File: src/rtl/freq_div_prog.sv
// freq_div_prog -- programmable clock-enable / clock divider.
//
// Divides clk by a runtime-loadable divisor N (N >= 2). Each output period
// is N enabled clock cycles long. clk_out is low for ceil(N/2) cycles and
// high for floor(N/2) cycles. tick pulses for one cycle at the start of each
// period, which is the cycle in which count first reads 0.
//
// Build option: define FREQ_DIV_PROG_SYNC_UPDATE_EN for glitch-free divisor
// updates. A loaded divisor then waits in a pending register and becomes
// active at the next period wrap. When the macro is undefined, a load takes
// effect immediately and restarts the period.
//
// Parameters:
//   WIDTH        counter and divisor width
//   DEFAULT_DIV  active divisor after reset (2 .. 2^WIDTH-1)
// Ports:
//   clk       system clock, rising edge
//   rst_n     asynchronous active-low reset
//   en        count enable; when low, all counting state holds
//   div_in    new divisor value (values below 2 are stored as 2)
//   div_load  single-cycle load request for div_in
//   div_busy  a loaded divisor is pending (always 0 in immediate mode)
//   clk_out   divided clock, registered
//   tick      one-cycle pulse per period, registered
//   count     current counter value, for debug
module freq_div_prog #(
  parameter int WIDTH       = 8,
  parameter int DEFAULT_DIV = 10
) (
  input  logic             clk,
  input  logic             rst_n,
  input  logic             en,
  input  logic [WIDTH-1:0] div_in,
  input  logic             div_load,
  output logic             div_busy,
  output logic             clk_out,
  output logic             tick,
  output logic [WIDTH-1:0] count
);

  logic [WIDTH-1:0] cnt;
  logic [WIDTH-1:0] div_act;
  logic             wrap;
  logic [WIDTH-1:0] cnt_inc;

  // Any divisor below 2 would make the counter degenerate.
  function automatic logic [WIDTH-1:0] clamp_div(input logic [WIDTH-1:0] v);
    return (v < WIDTH'(2)) ? WIDTH'(2) : v;
  endfunction

  // High phase starts at ceil(n/2); computed without a carry bit so that
  // n = 2^WIDTH-1 does not overflow.
  function automatic logic duty_high(input logic [WIDTH-1:0] c,
                                     input logic [WIDTH-1:0] n);
    logic [WIDTH-1:0] half;
    half = (n >> 1) + WIDTH'(n[0]);
    return c >= half;
  endfunction

  assign wrap    = (cnt == div_act - WIDTH'(1));
  assign cnt_inc = wrap ? '0 : cnt + WIDTH'(1);
  assign count   = cnt;

`ifdef FREQ_DIV_PROG_SYNC_UPDATE_EN
  logic [WIDTH-1:0] div_pend;
  logic             pend;
  logic             apply;
  logic [WIDTH-1:0] div_nxt;

  // The pending divisor is adopted only on an enabled wrap, so the new
  // period always starts from cnt = 0 and no runt pulse appears.
  assign apply    = en && wrap && pend;
  assign div_nxt  = apply ? div_pend : div_act;
  assign div_busy = pend;

  always_ff @(posedge clk or negedge rst_n) begin
    if (!rst_n) begin
      cnt      <= '0;
      div_act  <= WIDTH'(DEFAULT_DIV);
      div_pend <= '0;
      pend     <= 1'b0;
      clk_out  <= 1'b0;
      tick     <= 1'b0;
    end else begin
      if (en) begin
        cnt     <= cnt_inc;
        div_act <= div_nxt;
        clk_out <= duty_high(cnt_inc, div_nxt);
        tick    <= wrap;
      end else begin
        tick    <= 1'b0;
      end
      // A load on the wrap edge itself is captured here and waits for the
      // following wrap; the previously pending value is applied above.
      if (div_load) begin
        div_pend <= clamp_div(div_in);
        pend     <= 1'b1;
      end else if (apply) begin
        pend     <= 1'b0;
      end
    end
  end
`else
  assign div_busy = 1'b0;

  always_ff @(posedge clk or negedge rst_n) begin
    if (!rst_n) begin
      cnt     <= '0;
      div_act <= WIDTH'(DEFAULT_DIV);
      clk_out <= 1'b0;
      tick    <= 1'b0;
    end else if (div_load) begin
      // Immediate restart with the new divisor, independent of en.
      div_act <= clamp_div(div_in);
      cnt     <= '0;
      clk_out <= 1'b0;
      tick    <= 1'b0;
    end else if (en) begin
      cnt     <= cnt_inc;
      clk_out <= duty_high(cnt_inc, div_act);
      tick    <= wrap;
    end else begin
      tick    <= 1'b0;
    end
  end
`endif

endmodule
File: config.mk
export PLATFORM = sky130hd
export DESIGN_NAME = freq_div_prog
export DESIGN_NICKNAME = d
export VERILOG_FILES = /design/src/rtl/freq_div_prog.sv
export SDC_FILE = /design/constraint.sdc
export NUM_CORES = 1
export LEC_CHECK = 0
export CAP_MARGIN = 0
export CORE_AREA = 3 3 105 67
export CTS_CLUSTER_DIAMETER = 40
export DETAILED_ROUTE_END_ITERATION = 6
export DIE_AREA = 0 0 108 70
export HOLD_SLACK_MARGIN = 0.05
export PLACE_DENSITY = 0.44
export SLEW_MARGIN = 40
export SYNTH_ARGS = -nofsm -noshare
export SYNTH_HDL_FRONTEND = slang
export SYNTH_SLANG_ARGS = --single-unit
export TNS_END_PERCENT = 1
File: constraint.sdc
create_clock -name clk -period 3.3 [get_ports clk]
set_input_delay 0.33 -clock clk [delete_from_list [all_inputs] [get_ports clk]]
set_output_delay 0.33 -clock clk [all_outputs]
set_load 0.01 [all_outputs]
==> impl_metrics.json, run 1 <==
{
  "critPathRequiredTime_ns": 3.47,
  "grt_pass1_wl_um": 6740,
  "drc": 0,
  "route.detailed.wl_per_inst_um": 14.4,
  "drive_gt1_frac": 0.107,
  "timing.fmax_mhz": 335,
  "clk-insertion-delay-late_ns": 0.26,
  "synth.area.top_cells": "dfrtp_1 (27%), ha_1 (10%), xnor2_1 (5.8%)",
  "fill_cells": 653,
  "seqCellArea_um2": 453,
  "coreArea_mm2": 0.00608,
  "relSlewSlack": 0.530,
  "grt_max_degree": 22,
  "hold_path_class": "in -> reg",
  "power.density_mw_per_mm2": 325,
  "hold_slack_ns": 0.517,
  "antenna_cells": 0,
  "crit_slowest_cell": "dfrtp_1",
  "slew_viol_final": 0,
  "critPathLaunchType": "flop",
  "layout_setup_ws_ns": 0.314,
  "place_inst": 266,
  "cts_buffer_depth": 2,
  "period_share": 0.905,
  "vias": 1217,
  "ys_async_sr_fraction": 1.00,
  "fin_setup_tns_ns": 0,
  "setup_viol": 0,
  "grt_antenna_before_repair": 0,
  "cp-end-kind": "flop",
  "dr.pass1.iters": 4,
  "final_cells": 271,
  "die-area_mm2": 0.00756,
  "port_buffers": 21,
  "yosysWarnings": 0,
  "final.min_clock_period_ns": 2.99,
  "path_cells": "inv_1 -> ha_1 -> or3b_1 -> a211oi_1 -> o211ai_1 -> a211oi_2 -> buf_4 -> nor2_1 -> ha_1 -> a21oi_1 -> a21oi_1 -> a31oi_1 -> a211oi_1",
  "synthesis.nets": 198,
  "drv_cap": 0,
  "cts.repair.resized": 0,
  "multiInputGateArea_um2": 945,
  "ys.flop_type": "dfrtp_1",
  "p_leak_nw": 0.761,
  "critPathMaxFanout": 11,
  "syn_to_final_growth_pct": 20.0,
  "track_usage": 0.112,
  "synth_top_cell_by_area": "dfrtp_1",
  "m1WireLength_um": 2340,
  "clk_pin_slew_ns": 0.08,
  "routed-wl-met2_um": 1310,
  "synth_top_cell_area_share": 0.266,
  "drt_iter0_drc": 91,
  "row_count": 22,
  "h-tree-depth": 1,
  "gr-total-overflow": 0,
  "outcome": "finished, final reports clean",
  "die_w_um": 108,
  "avgViaCountPerCell": 4.49,
  "finalHoldViolCount": 0,
  "initial_core_util": 0.247,
  "ys_seq_elements": 18,
  "numCtsBuffers": 3,
  "top_layer_used": "met4",
  "hold_buffers": 1,
  "finalClockSkew_ns": 0.00734,
  "ant_nets": 0,
  "syn_avg_cell_area_um2": 8.64,
  "ios": 23,
  "syn_inst": 174,
  "cts.sinks": 18,
  "peakVddDrop_mv": 0.125,
  "yosysSeqAreaShare": 0.301,
  "die_h_um": 70,
  "hpwl_um": 3070,
  "setup.worst_path.class": "reg -> reg",
  "crit_arrival_ns": 3.16,
  "slowest_delay_ns": 0.46,
  "cts_tree": "yes",
  "routed_wl_um": 3900,
  "nets": 212,
  "ys_types": 43,
  "rsz0062_at_grt": "no",
  "place_ws_ns": 0.315,
  "synth_edf_count": 0,
  "place_congestion": 0.831,
  "synth_area_mm2": 0.00150,
  "clock_tree.root_cell": "clkbuf_8",
  "postCtsSetupRepairBufs": 0,
  "routed-wl-met3_um": 234,
  "tightest_slew_ns": 0.703,
  "first_global_vias": 1271
}
==> worst paths after layout <==
check | startpoint | end | slack, ns | depth (start not counted)
max | div_act[0] | clk_out | 0.31 | 13
max in group asynchronous | rst_n | div_act[3] | 2.44 | 2
min | div_load | div_act[5] | 0.52 | 3
max reg2reg | div_act[0] | clk_out | 0.31 | 13
min reg2reg | div_act[1] | div_act[1] | 0.54 | 2
min in group asynchronous | rst_n | count[6] | 0.53 | 2
==> logic make-up (layout without fill, tap and decap cells) <==
logic type	count (synthesis)	after routing	share of synthesized area
and+or+nand+nor	71	71	0.256
adders and majority gates	12	12	0.0998
AOI/OAI and AO/OA	26	26	0.114
DFF	18	18	0.301
muxes	7	7	0.0507
other	1	1	0.00249
xor gates and xnor gates	18	18	0.105
buffers and inverters	21	34	0.0707
==> flip-flops by register name (all words and copies together) (netlist names) <==
signal and flops:
count 8, div_act 8, clk_out 1, tick 1
==> cell type report <==
| class | count | share of cell area |
|---|---|---|
| timing repair buffer | 24 | 0.125 |
| tap | 84 | 0.0582 |
| multi-input combinational | 135 | 0.523 |
| inverter | 6 | 0.0125 |
| sequential | 18 | 0.251 |
| clock buffer | 4 | 0.0305 |
==> cell usage in the layout, fill, tap and decap left out, types with 2 or more instances in the layout <==
master | Yosys | routed
a31oi_1 | 2 | 2
o21ai_0 | 6 | 6
dfrtp_1 | 16 | 16
mux2_2 | 5 | 5
nor2_1 | 19 | 19
nor3_1 | 2 | 2
nand2b_1 | 2 | 2
nand3b_1 | 2 | 2
nor4_1 | 6 | 6
or4_1 | 2 | 2
nor2b_1 | 3 | 3
buf_4 | 4 | 2
nand3_1 | 10 | 10
clkdlybuf4s50_1 | 0 | 19
a21oi_1 | 7 | 7
or2_2 | 2 | 2
inv_1 | 6 | 6
nand2_1 | 9 | 9
o311a_1 | 2 | 2
clkbuf_8 | 0 | 4
and3_1 | 7 | 7
dfstp_2 | 2 | 2
a211oi_1 | 2 | 2
o22ai_1 | 2 | 2
mux2i_1 | 2 | 2
xor2_1 | 8 | 8
ha_1 | 12 | 12
buf_2 | 3 | 2
xnor2_1 | 10 | 10
==> where the power goes <==
group	switching, mW	internal (mW)	total (mW)	leakage (nW)
sequential	0.0306	0.235	0.265	0.230
combinational	0.0642	0.0675	0.132	0.502
clock	0.0830	0.106	0.189	0.0288
==> synth_stat cells (all sizes together) (2+ instances only) <==
cell / count
inv: 6
o311a: 2
nand2b: 2
mux2: 5
mux2i: 2
nor3: 3
nand3: 10
a31oi: 2
nor4: 6
xnor2: 10
nand2: 9
o22ai: 2
nand3b: 2
a21oi: 7
buf: 8
nor2b: 3
nor2: 20
dfstp: 2
o21ai: 6
dfrtp: 16
a211oi: 3
ha: 12
or2: 2
or4: 2
clkbuf: 7
and3: 7
xor2: 8
==> critical path: cells and delay by family, from the launching register on <==
kind	cells	cell delay, ns
AOI/OAI and AO/OA	7	1.12
adders and majority gates	2	0.55
and+or+nand+nor	2	0.47
DFF	1	0.46
buffers and inverters	2	0.32
==> per-layer routing <==
layer	global-route usage	up-vias
met5	0	-
met4	0.0140	0
met3	0.0249	4
met2	0.145	28
met1	0.188	554
li1	-	631
==> metrics by stage <==
| stage | total power, mW | utilization | cell area [µm²] |
|---|---|---|---|
| final | 0.586 | 0.297 | 1810 |
| after global routing | 0.622 | 0.297 | 1810 |
| after CTS | 0.593 | 0.298 | 1810 |
| after detailed placement | 0.401 | 0.287 | 1750 |
| after global placement | 0.404 | 0.288 | 1750 |
| after floorplan | 0.356 | - | 1500 |
(Power assumes the default switching activity.)
==> run 2, diff against run 1 <==
- clock period: 3.3 -> 3.7 ns (I/O delays scaled with it)
==> impl_metrics.json, run 2 (synthesis gave the netlist of run 1 again) <==
{
  "outcome": "finished, final reports clean",
  "critPathLaunchType": "flop",
  "hold_buffers": 0,
  "r2r-start": "div_act[0]",
  "route.detailed.wl_per_inst_um": 14.6,
  "clk_pin_slew_ns": 0.08,
  "initial_core_util": 0.247,
  "row_count": 22,
  "drc": 0,
  "slew_viol_final": 0,
  "drt_iter0_drc": 115,
  "cts.repair.resized": 0,
  "endpoint": "clk_out",
  "period_share": 0.824,
  "h-tree-depth": 1,
  "p_leak_nw": 0.751,
  "fin_setup_tns_ns": 0,
  "final_cell_mix": "nor2_1 (19), clkdlybuf4s50_1 (19), dfrtp_1 (16), ha_1 (12)",
  "finalClockSkew_ns": 0.00841,
  "cts.sinks": 18,
  "setup_viol": 0,
  "p_comb_frac": 0.225,
  "hold_path_class": "in -> async",
  "port_buffers": 21,
  "reg2reg_to": "clk_out",
  "layout_setup_ws_ns": 0.652,
  "ios": 23,
  "crit_slowest_cell": "dfrtp_1",
  "dr.pass1.iters": 4,
  "tightest_slew_ns": 0.706,
  "setup.worst_path.class": "reg -> reg",
  "drv_cap": 0,
  "track_usage": 0.112,
  "vias": 1227,
  "slowest_delay_ns": 0.45,
  "nets": 210,
  "critPathMaxFanout": 12,
  "netSwitchingFraction": 0.303,
  "gr-total-overflow": 0,
  "place_congestion": 0.835,
  "power.density_mw_per_mm2": 291,
  "path_cells": "inv_1 -> ha_1 -> or3b_1 -> a211oi_1 -> o211ai_1 -> a211oi_2 -> buf_4 -> or2_2 -> ha_1 -> nand2b_1 -> a21oi_1 -> nor2b_1 -> o21ai_0 -> a21o_1 -> a211oi_1",
  "numCtsBuffers": 3,
  "timing.fmax_mhz": 328,
  "seqCellArea_um2": 453,
  "cts_buffer_depth": 2,
  "antenna_cells": 0,
  "first_global_vias": 1159,
  "syn_to_final_growth_pct": 18.9,
  "ant_nets": 0,
  "die-area_mm2": 0.00756,
  "finalHoldViolCount": 0,
  "r2r.worst_path.cells": 15,
  "grt_antenna_before_repair": 0,
  "reg2reg_setup_slack_ns": 0.65,
  "rsz0062_at_grt": "no",
  "die_w_um": 108,
  "avgViaCountPerCell": 4.56,
  "relSlewSlack": 0.528,
  "p_seq_frac": 0.455,
  "power.switching_mw": 0.158,
  "peakVddDrop_mv": 0.136,
  "cp-end-kind": "flop",
  "drive_gt1_frac": 0.103,
  "critPathRequiredTime_ns": 3.83,
  "p_int_mw": 0.363,
  "postCtsSetupRepairBufs": 0,
  "place_ws_ns": 0.624,
  "cts_tree": "yes",
  "hpwl_um": 3110,
  "grt_max_degree": 22,
  "clock_tree.root_cell": "clkbuf_8",
  "crit_start": "div_act[0]",
  "fill_cells": 649,
  "final.min_clock_period_ns": 3.05,
  "die_h_um": 70,
  "clk-insertion-delay-late_ns": 0.26,
  "crit_arrival_ns": 3.18,
  "multiInputGateArea_um2": 945,
  "routed_wl_um": 3930,
  "coreArea_mm2": 0.00608,
  "grt_pass1_wl_um": 6540,
  "pwr-share-clk": 0.320
}
==> run 2: final cells by class <==
type / count / share of cell area
Clock buffer: 4 / 0.0308
Inverter: 6 / 0.0126
Multi-Input combinational cell: 135 / 0.528
Sequential cell: 18 / 0.253
Tap cell: 84 / 0.0588
Timing Repair Buffer: 22 / 0.116
==> run 2: routing by layer <==
layer | up-vias | wire length, µm | track usage | share of wire
met2 | 35 | 1270 | 0.123 | 0.32
li1 | 629 | - | - | -
met5 | - | 0 | 0 | 0
met3 | 2 | 212 | 0.0268 | 0.054
met4 | 0 | 8 | 0.00840 | 0.0020
met1 | 561 | 2430 | 0.204 | 0.62
==> run 2: critical path: cells and delay by family (launching register included) <==
kind	cells	cell delay [ns]
DFF	1	0.45
buffers and inverters	2	0.32
AOI/OAI and AO/OA	7	1.00
and+or+nand+nor	4	0.70
adders and majority gates	2	0.46
==> run 2: power by group through the flow <==
stage	Clock, mW	Combinational, mW	Sequential (mW)
after floorplan	0	0.0941	0.224
after global placement	0	0.120	0.241
after detailed placement	0	0.118	0.240
after CTS	0.174	0.119	0.236
after global routing	0.181	0.135	0.240
final	0.166	0.117	0.237
==> run 2: metrics by stage <==
stage | std cells | hold slack (ns) | cell area, µm² | power [mW] | util
2_1_floorplan | 174 | 0.0744 | 1500 | 0.318 | -
3_3_place_gp | 265 | 0.533 | 1740 | 0.361 | 0.287
3_5_place_dp | 265 | 0.339 | 1740 | 0.358 | 0.286
4_1_cts | 269 | 0.0542 | 1790 | 0.529 | 0.295
5_1_grt | 269 | 0.0792 | 1790 | 0.556 | 0.294
6_report | 269 | 0.0367 | 1790 | 0.521 | 0.294
==> run 2: worst min-delay path by stage <==
stage / cells past startpoint / startpoint / end / slack, ns
after floorplan: 0 / rst_n / clk_out / 0.07
after global placement: 2 / div_act[1] / div_act[1] / 0.53
after detailed placement: 1 / rst_n / tick / 0.34
after CTS: 1 / rst_n / count[0] / 0.05
after global routing: 1 / rst_n / count[0] / 0.08
final: 1 / rst_n / count[0] / 0.04
==> RTL edit: new RTL, flow settings as in run 1 <==
Change the parameter `DEFAULT_DIV` from 10 to 7.
--- a/src/rtl/freq_div_prog.sv
+++ b/src/rtl/freq_div_prog.sv
@@ -25,7 +25,7 @@
 //   count     current counter value, for debug
 module freq_div_prog #(
   parameter int WIDTH       = 8,
-  parameter int DEFAULT_DIV = 10
+  parameter int DEFAULT_DIV = 7
 ) (
   input  logic             clk,
   input  logic             rst_n,
Function: changed (Yosys sat finds a counterexample within 10 cycles, from zero or initial values and one cycle with rst_n low).
==> RTL edit against run 1 <==
  * Die area unchanged
  * Via count increased by 0.58%
  * Wire length increased by 1.8%
  * Cell area about the same
  * Synthesized cell count unchanged
  * Critical endpoint unchanged
  * Critical path depth unchanged
  * Sequential cell count unchanged
  * Non-clock buffer count unchanged
  * Power increased by 1.2%
  * Area after synthesis about the same
  * Clock skew decreased by 0.0063 ns
  * Worst setup slack improved by 0.0066 ns
==> RTL edit: results (changes against run 1) <==
{| class="wikitable"
! Metric !! Value
|-
| RD Place Congestion || 0.767 (-7.7%)
|-
| Fraction of final layout cells with drive strength greater than 1 || 11.2% (+0.53 points)
|-
| Standard cell area after detailed placement || 1750 um^2 (about the same)
|-
| Met2 wire length || 1300 um (-0.84%)
|-
| Static leakage || 0.759 nW (-0.22%)
|-
| Sequential fraction of the synthesis area || 30.2% (+0.058 points)
|-
| Placed wire-length estimate || 3090 um (+0.59%)
|-
| Met1 track utilization from global routing || 19.2% (+0.45 points)
|-
| Metal1 wirelength || 2490 um (+6.8%)
|-
| Synth Area in XOR/XNOR || 10.5% (about the same)
|-
| Switching share of power || 31.0% (+0.70 points)
|-
| First DRT Iteration DRCs || 53 (-42%)
|-
| Count of vias placed by the detailed router || 1,224 (+0.58%)
|-
| Number of vias per cell || 4.52 (+0.58%)
|-
| Critical register-to-register path startpoint || div_act[0]$_DFFE_PN1P_
|-
| Tot GR Track Use || 11.3% (+0.028 points)
|-
| DRT Wirelength || 3970 um (+1.8%)
|-
| CP arrival || 3.15 ns (about the same)
|-
| Most frequent cells after synthesis || sky130_fd_sc_hd__nor2_1, sky130_fd_sc_hd__dfrtp_1, sky130_fd_sc_hd__ha_1
|-
| Global-route wire length before repair || 6710 um (-0.52%)
|-
| Met3 usage || 3.05% (+0.55 points)
|-
| Cell with the biggest individual delay on the critical path || sky130_fd_sc_hd__dfstp_2
|-
| Worst supply voltage drop on vdd || 0.146 mV (+17%)
|-
| Vias in the first global route || 1,269 (-0.16%)
|-
| Slack of the critical path || 0.321 ns (+0.00664 ns)
|-
| Worst hold slack || 0.508 ns (-0.00962 ns)
|-
| Flop pwr share || 44.7% (-0.5 points)
|-
| Adder and majority cell fraction of the synthesized area || 9.98% (about the same)
|-
| Clock group || 195 uW (+3%)
|-
| GRT met2 Usage || 13.6% (-0.83 points)
|-
| Most area-consuming cells after synthesis || sky130_fd_sc_hd__dfrtp_1, sky130_fd_sc_hd__ha_1, sky130_fd_sc_hd__xnor2_1
|-
| Wire length on met3 || 165 um (-29%)
|-
| Outcome || complete, no violations
|-
| Relative slew slack || 53.3% (+0.34 points)
|-
| Worst setup skew after layout || 0.00104 ns (-0.00630 ns)
|}
[RTL edit: cell types whose count changed after synthesis, sizes merged]
cell and change:
dfstp +1, dfrtp -1
[RTL edit: cell type report]
| type | count | area (um^2) |
|---|---|---|
| clock buffer | 4 | 55.1 |
| fill | 647 | 4280 |
| inverter | 6 | 22.5 |
| multi-input combinational | 135 | 945 |
| sequential | 18 | 454 |
| tap | 84 | 105 |
| timing repair buffer | 24 | 225 |
[RTL edit: worst min-delay path by stage]
stage                           startpoint                endpoint  depth (start not counted)
floorplan                            rst_n     clk_out$_DFFE_PN0P_                          0
detailed placement                   rst_n    count[7]$_DFFE_PN0P_                          1
global placement    div_act[1]$_DFFE_PN1P_  div_act[1]$_DFFE_PN1P_                          2
CTS                                  rst_n    count[7]$_DFFE_PN0P_                          2
global route                      div_load  div_act[5]$_DFFE_PN0P_                          3
finish                            div_load  div_act[5]$_DFFE_PN0P_                          3
[RTL edit: timing repair]
action	in CTS	in global routing
setup endpoints to repair	0	0
endpoints found under the hold margin	15	0
hold buffers	1	0
